## config.mk

```make
export PLATFORM = sky130hd
export DESIGN_NAME = lcd_char_writer
export DESIGN_NICKNAME = d
export VERILOG_FILES = /design/src/rtl/lcd_char_writer.sv
export SDC_FILE = /design/constraint.sdc
export NUM_CORES = 1
export LEC_CHECK = 0
export ABC_AREA = 1
export CAP_MARGIN = 10
export CORE_UTILIZATION = 50
export CTS_CLUSTER_SIZE = 25
export DETAILED_ROUTE_END_ITERATION = 8
export GPL_TIMING_DRIVEN = 0
export PLACE_DENSITY = 0.7
export SYNTH_ARGS = -nofsm -noshare
export SYNTH_HDL_FRONTEND = slang
export SYNTH_SLANG_ARGS = --single-unit
```

## constraint.sdc

```tcl
create_clock -name clk -period 2.4 [get_ports clk]
set_input_delay 0.72 -clock clk [delete_from_list [all_inputs] [get_ports clk]]
set_output_delay 0.72 -clock clk [all_outputs]
set_load 0.02 [all_outputs]
```

## src/rtl/lcd_char_writer.sv

```systemverilog
// HD44780 16x2 character writer: power-on init, then one character per valid/ready
// handshake with cursor tracking, automatic line changes and display clear.
module lcd_char_writer #(
  parameter int unsigned INIT_WAIT_CYC = 1500000,
  parameter int unsigned E_PULSE_CYC   = 24,
  parameter int unsigned CMD_WAIT_CYC  = 4000,
  parameter int unsigned CLR_WAIT_CYC  = 164000
) (
  input  logic       clk,
  input  logic       reset,
  input  logic [7:0] char_in,
  input  logic       char_valid,
  output logic       char_ready,
  input  logic       clear_req,
  output logic       lcd_rs,
  output logic       lcd_rw,
  output logic       lcd_e,
  output logic [7:0] lcd_data,
  output logic       init_done,
  output logic [4:0] cursor_pos
);

  typedef enum logic [2:0] {StInitWait, StIdle, StSetup, StPulse, StHold} state_e;
  // What the byte on the bus is for; decides the follow-up when its hold ends.
  typedef enum logic [2:0] {OpInit, OpData, OpNewline, OpLine, OpClear} op_e;

  state_e      state_q, state_d;
  op_e         op_q, op_d;
  logic [31:0] cnt_q, cnt_d;
  logic [1:0]  init_idx_q, init_idx_d;
  logic        rs_q, rs_d;
  logic [7:0]  data_q, data_d;
  logic [4:0]  cursor_q, cursor_d;
  logic        init_done_q, init_done_d;
  logic        clr_pend_q, clr_pend_d;

  logic        clr_eff;
  logic        accept;
  logic        printable;
  logic [31:0] hold_len;

  function automatic logic [7:0] init_cmd(input logic [1:0] idx);
    logic [7:0] cmd;
    unique case (idx)
      2'd0:    cmd = 8'h38;
      2'd1:    cmd = 8'h0C;
      2'd2:    cmd = 8'h06;
      default: cmd = 8'h01;
    endcase
    return cmd;
  endfunction

  // A same-cycle clear request already outranks a character in IDLE.
  assign clr_eff    = clr_pend_q | (clear_req & init_done_q);
  assign char_ready = (state_q == StIdle) & init_done_q & ~clr_eff & ~reset;
  assign accept     = char_valid & char_ready;
  assign printable  = (char_in >= 8'h20) && (char_in <= 8'h7E);
  assign hold_len   = (!rs_q && data_q == 8'h01) ? CLR_WAIT_CYC : CMD_WAIT_CYC;

  always_comb begin
    state_d     = state_q;
    op_d        = op_q;
    cnt_d       = cnt_q;
    init_idx_d  = init_idx_q;
    rs_d        = rs_q;
    data_d      = data_q;
    cursor_d    = cursor_q;
    init_done_d = init_done_q;
    clr_pend_d  = clr_pend_q;

    if (clear_req && init_done_q) begin
      clr_pend_d = 1'b1;
    end

    unique case (state_q)
      StInitWait: begin
        if (cnt_q == INIT_WAIT_CYC - 32'd1) begin
          cnt_d      = '0;
          state_d    = StSetup;
          op_d       = OpInit;
          init_idx_d = 2'd0;
          rs_d       = 1'b0;
          data_d     = init_cmd(2'd0);
        end else begin
          cnt_d = cnt_q + 32'd1;
        end
      end

      StIdle: begin
        if (clr_eff) begin
          state_d = StSetup;
          op_d    = OpClear;
          rs_d    = 1'b0;
          data_d  = 8'h01;
        end else if (accept) begin
          if (printable) begin
            state_d = StSetup;
            op_d    = OpData;
            rs_d    = 1'b1;
            data_d  = char_in;
          end else if (char_in == 8'h0A) begin
            state_d = StSetup;
            op_d    = OpNewline;
            rs_d    = 1'b0;
            data_d  = cursor_q[4] ? 8'h80 : 8'hC0;
          end
          // Any other character is consumed without bus activity.
        end
      end

      StSetup: begin
        state_d = StPulse;
        cnt_d   = '0;
      end

      StPulse: begin
        if (cnt_q == E_PULSE_CYC - 32'd1) begin
          cnt_d   = '0;
          state_d = StHold;
          if (op_q == OpData) begin
            cursor_d = cursor_q + 5'd1;
          end else if (op_q == OpNewline) begin
            cursor_d = cursor_q[4] ? 5'd0 : 5'd16;
          end
        end else begin
          cnt_d = cnt_q + 32'd1;
        end
      end

      StHold: begin
        if (cnt_q == hold_len - 32'd1) begin
          cnt_d   = '0;
          state_d = StIdle;
          unique case (op_q)
            OpInit: begin
              if (init_idx_q == 2'd3) begin
                init_done_d = 1'b1;
                cursor_d    = '0;
              end else begin
                init_idx_d = init_idx_q + 2'd1;
                state_d    = StSetup;
                rs_d       = 1'b0;
                data_d     = init_cmd(init_idx_q + 2'd1);
              end
            end
            OpData: begin
              // Cursor already advanced; a line boundary needs a DDRAM address set.
              if (cursor_q[3:0] == 4'd0) begin
                state_d = StSetup;
                op_d    = OpLine;
                rs_d    = 1'b0;
                data_d  = cursor_q[4] ? 8'hC0 : 8'h80;
              end
            end
            OpClear: begin
              cursor_d   = '0;
              clr_pend_d = 1'b0;
            end
            default: ;
          endcase
        end else begin
          cnt_d = cnt_q + 32'd1;
        end
      end

      default: state_d = StInitWait;
    endcase
  end

  always_ff @(posedge clk) begin
    if (reset) begin
      state_q     <= StInitWait;
      op_q        <= OpInit;
      cnt_q       <= '0;
      init_idx_q  <= 2'd0;
      rs_q        <= 1'b0;
      data_q      <= 8'h00;
      cursor_q    <= '0;
      init_done_q <= 1'b0;
      clr_pend_q  <= 1'b0;
    end else begin
      state_q     <= state_d;
      op_q        <= op_d;
      cnt_q       <= cnt_d;
      init_idx_q  <= init_idx_d;
      rs_q        <= rs_d;
      data_q      <= data_d;
      cursor_q    <= cursor_d;
      init_done_q <= init_done_d;
      clr_pend_q  <= clr_pend_d;
    end
  end

  assign lcd_e      = (state_q == StPulse);
  assign lcd_rs     = rs_q;
  assign lcd_rw     = 1'b0;
  assign lcd_data   = data_q;
  assign init_done  = init_done_q;
  assign cursor_pos = cursor_q;

endmodule
```

Word-level counts from Yosys, hierarchy flattened --
Cells that the tools add are included.
Storage, ports and cells: flip-flop bits (word level) 56, ROM bits 0, latch bits 0, memories kept 0, memory bits (writable) 0
Cells by class: div/mod/pow operators 0, shift operators 0, multiply operators 0, equality and inequality tests 30, muxes and demuxes 64, $lt $le $gt $ge 2, bitwise logic cells 8, $add $sub $neg 4, reduce and logical (&&, ||, !) cells 18
Operator list (number):
- 32-bit case mux with 4 select lines | 1
- 32-bit 2-to-1 mux | 3
- 8-bit 2-to-1 mux | 8
- 3-bit 2-to-1 mux | 14
- 32-bit by 1-bit adder with 32-bit output, second input constant | 1
- 32-bit by 21-bit == test with 1-bit output, second input constant | 1
- 32-bit == test | 1
- 32-bit by 5-bit == test with 1-bit output, second input constant | 1
- 5-bit 2-to-1 mux | 6
- 8-bit case mux with 3 select lines | 1
- 5-bit case mux with 2 select lines | 2
- 18-bit by 1-bit subtractor with 19-bit output, second input constant | 1
- 18-bit 2-to-1 mux | 1
- 6-bit case mux with 3 select lines | 1
- 8-bit case mux with 2 select lines | 1
- 3-bit case mux with 5 select lines | 1
- 7-bit 2-to-1 mux | 2
- 1-bit 2-to-1 mux | 12
- 2-bit 2-to-1 mux | 6
- 3-bit inequality test, second input constant | 4
- 2-bit inequality test, second input constant | 5
- 5-bit AND reduction | 2
- 3-bit by 2-bit == test with 1-bit output, second input constant | 3
- 3-bit case mux with 3 select lines | 1
- 32 further kinds | 47

Logic depth before layout (Yosys ltp) --
Gate-level depths: netlist (run 1).
word-level depth 9, depth in mapped cells 13, gate-level depth less buffers 12

Worst setup path before layout (run 1) --
No wires, ideal clock.
path type input -> output, start point in reset, end point out char_ready, required time 1.680 ns, path slack 0.166 ns, data arrival time 1.514 ns, cell stages on the path 5, cells stage by stage buf_2 -> inv_1 -> buf_2 -> nand2_1 -> nor2_1
Between the ends: longest elaborated chain between the ends 2
Ends and longest elaborated chain:
- from (decl) | line 10 | input logic reset,
- 1-bit NOT | line 55 | assign char_ready = (state_q == StIdle) & init_done_q & ~clr_eff & ~reset;
- 1-bit bitwise AND | line 55
- to (decl) | line 13 | output logic char_ready,
Every way passes these cells.

Final worst setup path (run 1) --
Same ends and word-level chain as after synthesis.

==> summary.txt, run 1 <==
Clocking
  • CTS tree: done
  • Root buf cell: clkbuf_8
  • Maximum clock insertion buffer count: 2
  • TritonCTS buffer count: 5
  • Clock-pin slew reported for the worst setup and hold paths after clock tree synthesis: approximately 100 ps
  • CTS Sinks: between 50 and 60
  • H-tree depth: 2
  • Clock latency on the worst-skew pair: about 320 ps
  • Cts hold-fix bufs: 0

Timing
  • Fmax: 421 MHz
  • Clock Skew: just under 10 ps
  • Setup violators final: 0
  • Fin. max-slew vios: 0
  • Fin Setup TNS: 0 ps
  • Tmin final: between 2000 and 2500 ps
  • Relative slew slack: between 60% and 70%
  • Fin crit share: between 90% and 100%
  • Hold slack: 486 ps
  • RSZ-0062 raised after global routing: no
  • Worst slew pin tran: 536 ps
  • Final hold violations: 0

Synthesis
  • Top FF cell, synth: dfxtp_1
  • Library cells used by synthesis: 38
  • Synth Warn #: 0
  • Sequential area share after synthesis: between 20% and 30%
  • Syn nets: roughly 670
  • Avg Cell Area, Syn: between 6 and 7 um^2
  • Post-synthesis async set-or-reset flop share: 0%
  • Register bit total from synthesis: 56
  • EDFF count, synth: 0
  • Synthesized area: roughly 4000 um^2
  • Cells after Synth: around 650

Layout
  • Non-Filler Instances: between 700 and 800
  • N_diodes: 0
  • Layout cells sized above 1: between 9 and 10%
  • Nets@finish: slightly above 700
  • Area growth from synthesis to layout: 13.7%
  • Fin util: between 50% and 60%

Status
  • Status: complete, no violations

Worst hold path
  • Hold/Removal Path Class: flop to flop

Pwr
  • VDD IR max: between 0.0003 and 0.0004 V
  • Total power: around 2300 uW
  • Leakage power: about 0.0019 uW
  • Pwr/cell area: between 400 and 500 nW/um^2

GRT
  • First-pass GRT wire length: around 18000 um
  • GRT Residual Overflow: 0
  • Global Route Usage Sum: between 20 and 30%
  • Vias in the first global route: between 3000 and 4000
  • Maximum number of pins on one net before global-route repair: 18
  • Antenna violations before repair: 0

Setup path
  • Critical Path AT: approximately 1700 ps
  • CP endpoint kind: primary output
  • Type of origin of the critical path: primary input
  • Crit path kind: primary input to primary output
  • Critical Path Fanout Max: 10
  • WP data required: ~1700 ps

Floorplan
  • Die H: roughly 92 um
  • Ports: 30
  • Initial Util: between 50% and 60%
  • Rows: 32
  • Die Wd: approximately 92 um
  • Core area: roughly 7800 um^2
  • Die area: about 8500 um^2

Placement
  • Routability cong.: roughly 0.94
  • Dpl cells: approximately 780
  • HPWL after DPL: about 8600 um
  • PortBufs: 27

Routing
  • Drt pass-1 iters: 5
  • First DRT Iteration DRCs: around 400
  • WL per Instance: roughly 14 um
  • Vias per cell: 5.32
  • Antenna violation net count after detailed routing: 0
  • DRT Wirelength: 10900 um
  • Vias after detailed routing: ~4200
  • Drt drc: 0

Job
  • Max-cap violations: 0
-- cells in the final DEF (no fill, tap or decap), types with 2 or more instances in the layout --
| cell | instances |
|---|---|
| o211ai_1 | 2 |
| nand3_2 | 3 |
| buf_6 | 5 |
| nand4_1 | 20 |
| clkdlybuf4s50_1 | 24 |
| o21ai_0 | 10 |
| a21oi_1 | 47 |
| nand3_4 | 2 |
| xnor2_1 | 2 |
| nor2_4 | 2 |
| ha_1 | 7 |
| buf_4 | 10 |
| xor2_1 | 29 |
| buf_2 | 6 |
| dfxtp_1 | 56 |
| a21oi_2 | 2 |
| clkbuf_8 | 5 |
| nor2_1 | 82 |
| nor3_2 | 3 |
| clkbuf_1 | 9 |
| nor3b_1 | 2 |
| nand2_2 | 4 |
| nand3_1 | 59 |
| nor2_2 | 9 |
| o21ai_1 | 2 |
| inv_1 | 81 |
| nor3_1 | 25 |
| nand2_1 | 163 |
| inv_2 | 8 |
-- sequential cells by signal (all words and copies together), names as in the netlist --
name / flops
clr_pend_q: 1
state_q: 3
lcd_rs: 1
op_q: 3
lcd_data: 8
cursor_pos: 5
init_idx_q: 2
cnt_q: 32
init_done: 1
-- worst max-delay path, cell delays in order --
cell     delay, ps
buf_2          160
inv_1          200
buf_4          230
nand2_1         80
nor2_1         100
buf_4          150
-- synthesized netlist by cell type, types with 2 or more instances --
master	n	area (um^2)
nand2_1	163	612
nor2_1	84	315
inv_1	82	308
nand3_1	59	295
dfxtp_1	56	1120
a21oi_1	48	240
xor2_1	29	254
nor3_1	25	125
nand4_1	20	125
o21ai_0	10	50.1
clkbuf_1	8	30.0
nor2_2	8	50.1
buf_2	7	35.0
ha_1	7	87.6
inv_2	7	26.3
buf_6	5	56.3
nand2_2	4	25.0
nand3_2	3	30.0
nor3_2	3	30.0
nand3_4	2	35.0
nor3b_1	2	15.0
o211ai_1	2	15.0
o21ai_1	2	10.0
xnor2_1	2	17.5
-- where the power goes --
part / internal (uW) / switching [uW]
Combinational: 257 / 452
Clock: 209 / 330
Sequential: 985 / 43.1
Total: 1450 / 825
-- path summary, 6_finish.rpt --
kind,from,endpoint,slack [ps],cells past startpoint
worst min register to register,lcd_data[5],lcd_data[5],490,2
worst max-delay path,reset,char_ready,30,6
worst min-delay path,lcd_data[5],lcd_data[5],490,2
worst max register to register,cnt_q[0],cnt_q[19],200,11
-- stage by stage --
stage | worst slack (ps) | instance area, um^2
after floorplan | 166 | 4050
after global placement | -766 | 4440
after detailed placement | -803 | 4440
after CTS | 3.42 | 4560
after global routing | 6.33 | 4600
final | 25.7 | 4600
-- logic make-up after synthesis --
group | count (synthesis) | synth area share (%)
AOI/OAI and AO/OA | 69 | 9.40
xor gates and xnor gates | 31 | 6.71
adders and majority gates | 7 | 2.16
buffers and inverters | 111 | 11.5
DFF | 56 | 27.7
other | 1 | 0.0927
and+or+nand+nor | 377 | 42.4
-- final cells by class --
cell class                      count  area, um^2
Sequential cell                    56        1120
Clock buffer                        6        72.6
Fill cell                         807        3170
Buffer                             21         131
Timing Repair Buffer               34         322
Clock inverter                      2        16.3
Multi-Input combinational cell    485        2470
Inverter                           90         338
Tap cell                          102         128
-- routing by layer --
metal  part of all wire, %  GRT usage (%)
met1                    49           39.5
met2                    44           41.5
met3                   5.2           3.48
met4                   1.3           7.16
met5                     0              0
-- what timing repair did --
action | 4_1_cts | 5_1_grt
setup endpoints to repair | 1 | 40
hold endpoints to repair | 0 | 0
gates cloned | 0 | 0
gates resized for setup | 10 | 3
pin swaps | 3 | 1
buffers inserted | 3 | 4
(Power assumes the default switching activity.)
==> run 2: changes to the inputs <==
--- a/config.mk
+++ b/config.mk
@@ -6,8 +6,8 @@
 export NUM_CORES = 1
 export LEC_CHECK = 0
 export ABC_AREA = 1
-export CAP_MARGIN = 10
 export CORE_UTILIZATION = 50
+export CTS_CLUSTER_DIAMETER = 40
 export CTS_CLUSTER_SIZE = 25
 export DETAILED_ROUTE_END_ITERATION = 8
 export GPL_TIMING_DRIVEN = 0
==> results of run 2 <==
Same layout as run 1: the final DEF is identical, and so are final timing and power.
